`src/rtl/ps2_note_tracker.sv`:
```
// Parses PS/2 make/break/extended sequences and keeps a last-pressed-priority stack of held
// note keys; presents the divider half-period count of the newest held key (0 = silence).
module ps2_note_tracker #(
    parameter int DEPTH   = 4,
    parameter int COUNT_W = 20
) (
    input  logic               clk,
    input  logic               rst_n,
    input  logic [7:0]         scan_byte,
    input  logic               scan_valid,
    output logic [COUNT_W-1:0] note_count,
    output logic               note_active,
    output logic               note_change,
    output logic [3:0]         held_cnt,
    output logic               overrun
);

    typedef enum logic [1:0] {IDLE, BRK, EXT, EXT_BRK} state_t;

    state_t                  state_reg, state_next;
    logic [7:0]              stack_reg  [DEPTH];
    logic [7:0]              stack_next [DEPTH];
    logic [3:0]              cnt_reg, cnt_next;
    logic                    overrun_reg, overrun_next;
    logic [DEPTH-1:0]        hit, hit_at_or_below;
    logic [DEPTH-1:0][7:0]   above;
    logic [7:0]              top_code;
    logic [COUNT_W-1:0]      top_count;
    logic                    is_err, is_f0, is_e0, is_ignored, is_note;
    logic                    do_make, do_break;

    function automatic logic [COUNT_W-1:0] note_lookup(input logic [7:0] code);
        logic [19:0] c;
        case (code)
            8'h15: c = 20'h5D2EF;  8'h1D: c = 20'h530A8;  8'h24: c = 20'h49FB6;  8'h2D: c = 20'h45C12;
            8'h2C: c = 20'h3E47E;  8'h35: c = 20'h377C8;  8'h3C: c = 20'h316BD;  8'h43: c = 20'h2EA85;
            8'h1C: c = 20'h2EA85;  8'h1B: c = 20'h29918;  8'h23: c = 20'h25085;  8'h2B: c = 20'h22F44;
            8'h34: c = 20'h1F23F;  8'h33: c = 20'h1BBE4;  8'h3B: c = 20'h18B77;  8'h42: c = 20'h17544;
            8'h1A: c = 20'h17544;  8'h22: c = 20'h14C8B;  8'h21: c = 20'h12842;  8'h2A: c = 20'h117A2;
            8'h32: c = 20'h0F920;  8'h31: c = 20'h0DDF2;  8'h3A: c = 20'h0C5BB;  8'h41: c = 20'h0BA8B;
            default: c = 20'h00000;
        endcase
        return COUNT_W'(c);
    endfunction

    assign is_err     = (scan_byte == 8'h00) || (scan_byte == 8'hFF);
    assign is_f0      = (scan_byte == 8'hF0);
    assign is_e0      = (scan_byte == 8'hE0);
    assign is_ignored = (scan_byte == 8'hAA) || (scan_byte == 8'hFA) ||
                        (scan_byte == 8'hFE) || (scan_byte == 8'hEE);
    assign is_note    = (note_lookup(scan_byte) != '0);

    always_comb begin
        state_next = state_reg;
        do_make    = 1'b0;
        do_break   = 1'b0;
        if (scan_valid) begin
            if (is_err) begin
                state_next = IDLE;
            end else begin
                case (state_reg)
                    IDLE: begin
                        if (is_f0)            state_next = BRK;
                        else if (is_e0)       state_next = EXT;
                        else if (!is_ignored) do_make    = 1'b1;
                    end
                    BRK: begin
                        if (is_e0) begin
                            state_next = EXT_BRK;
                        end else if (!is_f0) begin
                            do_break   = 1'b1;
                            state_next = IDLE;
                        end
                    end
                    EXT:     state_next = is_f0 ? EXT_BRK : IDLE;
                    default: state_next = IDLE;
                endcase
            end
        end
    end

    // Per-entry match against the incoming code and the value one slot above (for shifting down).
    genvar gi;
    generate
        for (gi = 0; gi < DEPTH; gi++) begin : g_entry
            assign hit[gi] = (4'(gi) < cnt_reg) && (stack_reg[gi] == scan_byte);
            if (gi == DEPTH - 1) begin : g_top
                assign above[gi] = 8'h00;
            end else begin : g_mid
                assign above[gi] = stack_reg[gi + 1];
            end
        end
    endgenerate

    always_comb begin
        logic seen;
        seen            = 1'b0;
        hit_at_or_below = '0;
        for (int i = 0; i < DEPTH; i++) begin
            seen               = seen | hit[i];
            hit_at_or_below[i] = seen;
        end
    end

    always_comb begin
        stack_next   = stack_reg;
        cnt_next     = cnt_reg;
        overrun_next = overrun_reg;
        if (scan_valid && is_err) begin
            cnt_next     = 4'd0;
            overrun_next = 1'b1;
        end else if (do_make && is_note && (hit == '0)) begin
            if (cnt_reg == 4'(DEPTH)) begin
                // Full: the oldest key falls off the bottom to make room.
                for (int i = 0; i < DEPTH; i++) stack_next[i] = above[i];
                stack_next[DEPTH-1] = scan_byte;
                overrun_next        = 1'b1;
            end else begin
                for (int i = 0; i < DEPTH; i++)
                    if (4'(i) == cnt_reg) stack_next[i] = scan_byte;
                cnt_next = cnt_reg + 4'd1;
            end
        end else if (do_break && (hit != '0)) begin
            for (int i = 0; i < DEPTH; i++)
                if (hit_at_or_below[i]) stack_next[i] = above[i];
            cnt_next = cnt_reg - 4'd1;
        end
    end

    always_comb begin
        top_code = 8'h00;
        for (int i = 0; i < DEPTH; i++)
            if (4'(i + 1) == cnt_reg) top_code = stack_reg[i];
    end

    assign top_count = note_lookup(top_code);
    assign overrun   = overrun_reg;

    always_ff @(posedge clk or negedge rst_n) begin
        if (!rst_n) begin
            state_reg   <= IDLE;
            cnt_reg     <= 4'd0;
            overrun_reg <= 1'b0;
            for (int i = 0; i < DEPTH; i++) stack_reg[i] <= 8'h00;
            note_count  <= '0;
            note_active <= 1'b0;
            note_change <= 1'b0;
            held_cnt    <= 4'd0;
        end else begin
            state_reg   <= state_next;
            cnt_reg     <= cnt_next;
            overrun_reg <= overrun_next;
            stack_reg   <= stack_next;
            note_count  <= top_count;
            note_change <= (top_count != note_count);
            note_active <= (cnt_reg != 4'd0);
            held_cnt    <= cnt_reg;
        end
    end

endmodule

```
`config.mk`:
```
export PLATFORM = sky130hd
export DESIGN_NAME = ps2_note_tracker
export DESIGN_NICKNAME = d
export VERILOG_FILES = /design/src/rtl/ps2_note_tracker.sv
export SDC_FILE = /design/constraint.sdc
export NUM_CORES = 1
export LEC_CHECK = 0
export CORE_UTILIZATION = 35
export DETAILED_ROUTE_END_ITERATION = 7
export PLACE_DENSITY = 0.6
export RECOVER_POWER = 25
export SLEW_MARGIN = 15
export SYNTH_ARGS = -nofsm -noshare
export SYNTH_HDL_FRONTEND = slang
export SYNTH_SLANG_ARGS = --single-unit
```
`constraint.sdc`:
```
create_clock -name clk -period 3.1 [get_ports clk]
set_input_delay 0.775 -clock clk [delete_from_list [all_inputs] [get_ports clk]]
set_output_delay 0.775 -clock clk [all_outputs]
set_load 0.05 [all_outputs]
```
==> results.toml <==
[status]
status = "complete, but fails checks"
violations = "max-capacitance violations, max-slew violations, negative setup slack"

[cts]
cts.path.max_buffers = 2
cts_root_buffer = "clkbuf_16"
holdBufCountCts = 0
clk_latency_ns = 0.34
numCtsBuffers = 9
htree_levels = 3
path_clk_slew_ns = 0.05
clock_sinks = 64
cts_tree = "done"

[die]
start_util = 0.364
num_rows = 41
core_sq_mm = 0.0128
die_h_um = 117
io_pins = 38
die_area_sq_mm = 0.0138
die_x_um = 117

[timing]
rsz0062_at_grt = "true"
final_hold_viol_count = 0
worst_pin_slew_ns = 1.69
period_share = 1.07
finalMaxSlewViolations = 33
fmaxAchievable_mhz = 300
period_needed_ns = 3.33
whs_ns = 0.478
worst_slack_ns = -0.230
skew_ns = 0.00767
slew-limit-headroom = -0.125
setup_viol = 1

[place]
gp_congestion = 0.971
port_buffers = 36
post-dp-hpwl_mm = 12.8

[power_and_ir_drop]
p_leak_nw = 3.48
p_per_area_mw_per_mm2 = 666
vdd_ir_drop_max_mv = 0.439
power_mw = 5.27

[min_path]
hold_class = "register to register"
min_path_cells = 2

[setup_path]
arrival_ns = 3.54
crit_path_start_kind = "register"
required_ns = 3.31
critPathCaptureType = "register"
crit_type = "register to register"
crit_fanout = 11
reg2reg_depth = 16

[drt]
antenna_left = 0
routedWlPerCell_um = 19.5
first_pass_iters = 5
vias_per_cell = 5.76
drt_iter0_drc = 633
wirelength_mm = 18.9
vias = 5582
drc = 0

[yosys]
yosysTopAreaCell = "dfrtp_1"
synth_edf_count = 0
netlist_top_cells_area = "dfrtp_1 34%, xor2_1 6.6%, a21oi_1 5.4%"
yosysSeqAreaShare = 0.343
synth_fp_nets = 578
synthFlopType = "dfrtp_1"
ys_seq_elements = 64
ys_types = 68
syn-cell-area_sq_mm = 0.00466
ys_async_sr_fraction = 1.00
yosysWarnings = 0
postSynthCellCount = 562
avgSynthCellArea_sq_um = 8.30
yosysTopAreaCellShare = 0.343

[final_layout]
post-route-util = 0.617
largest_reg_flops = 24
areaGrowthSynthToFinish_pct = 69.7
drive_gt1_frac = 0.455
fin_nets = 810
num_antenna_cells = 0

[grt]
antenna_found_initial = 0
grt_max_degree = 34
grt_pass1_wl_mm = 28.2
grt_pass1_vias = 5384
grt_remaining_overflow = 0
grt_use_total = 0.263

[run]
drv_cap = 1
final timing paths:
| check | start | to | slack, ns |
|---|---|---|---|
| hold / removal | overrun | overrun | 0.48 |
| setup / recovery | cnt_reg[1] | note_change | -0.23 |
| min in group asynchronous | rst_n | held_cnt[1] | 0.87 |
| max in group asynchronous | rst_n | above[10] | 0.61 |
| hold reg to reg | overrun | overrun | 0.48 |
| setup reg to reg | cnt_reg[1] | note_change | -0.23 |
metrics by stage:
stage	instances	setup slack (ns)	setup TNS, ns	cell area [sq um]
finish	969	-0.230	-0.230	7920
global route	969	-0.371	-1.01	7920
CTS	944	-0.144	-0.144	7400
detailed placement	903	-0.550	-12.85	6400
global placement	903	-0.554	-11.32	6400
floorplan	562	0.0218	0	4670
power breakdown:
part           internal [mW]  total, mW  switching [mW]  leakage, nW
combinational           1.43       3.09            1.66         2.49
sequential             0.995       1.16           0.161        0.847
clock                  0.655       1.03           0.373        0.143
total                   3.08       5.27            2.19         3.48
metal layers:
metal | GRT usage | vias up | routed length (um)
li1 | - | 2562 | -
met1 | 0.354 | 2681 | 7950
met2 | 0.413 | 275 | 8930
met3 | 0.0404 | 64 | 1380
met4 | 0.127 | 0 | 619
met5 | 0 | - | 0
layout by cell type (no fill, tap or decap), drive strengths merged, types with 19 or more instances in the layout:
cell,instances
buf,215
xor2,35
o21ai,42
nand3,26
nor2,48
nand4,22
nand2,60
clkdlybuf4s50,30
nor4,23
dfrtp,64
a21oi,50
nor3,19
layout make-up:
class / count / area, sq um
inverters: 15 / 60.1
multi-input cells: 449 / 3570
repair buffers: 255 / 2170
clock inverters: 3 / 42.5
clock buffers: 11 / 253
fillers: 1016 / 4910
well taps: 172 / 215
flip-flops and latches: 64 / 1600
cells by family after synthesis:
family          share of synthesized area
fa+ha+maj                          0.0156
compound gates                      0.251
simple gates                        0.246
other cells                      0.000804
xor+xnor                           0.0883
buf+inv                            0.0499
flops                               0.343
mux                               0.00456
Yosys cell counts (all sizes together) (5+ instances only):
cell type   n
dfrtp      64
a21oi      50
and2        5
a211oi      6
inv        14
o21ai      42
nand4      22
nand2      60
clkbuf     11
nand3      26
nor4       23
ha          5
xnor2      12
o31ai       8
nor2       48
a31oi       6
nor3       19
a2bb2oi    11
xor2       35
o32ai       5
a31o        5
buf        24
o21a        9
worst max-delay path: stages (launching register included):
cell       delay (ns)
dfrtp_2          0.46
ha_4             0.18
buf_4            0.19
a21oi_2          0.16
a2bb2oi_2        0.21
buf_4            0.15
o21ai_4          0.05
buf_6            0.12
buf_12           0.12
nand3_1          0.16
buf_4            0.18
o22ai_1          0.12
nor4_4           0.35
a21oi_1          0.11
nand4b_1         0.20
nor4_2           0.29
nand4_1          0.11
repair_timing:
item,in CTS,in global routing
buffers inserted,26,23
pin swaps,32,36
gates resized for setup,100,75
gates cloned,1,2
setup endpoints to repair,8,37
Power figures use the tool's default switching activity.
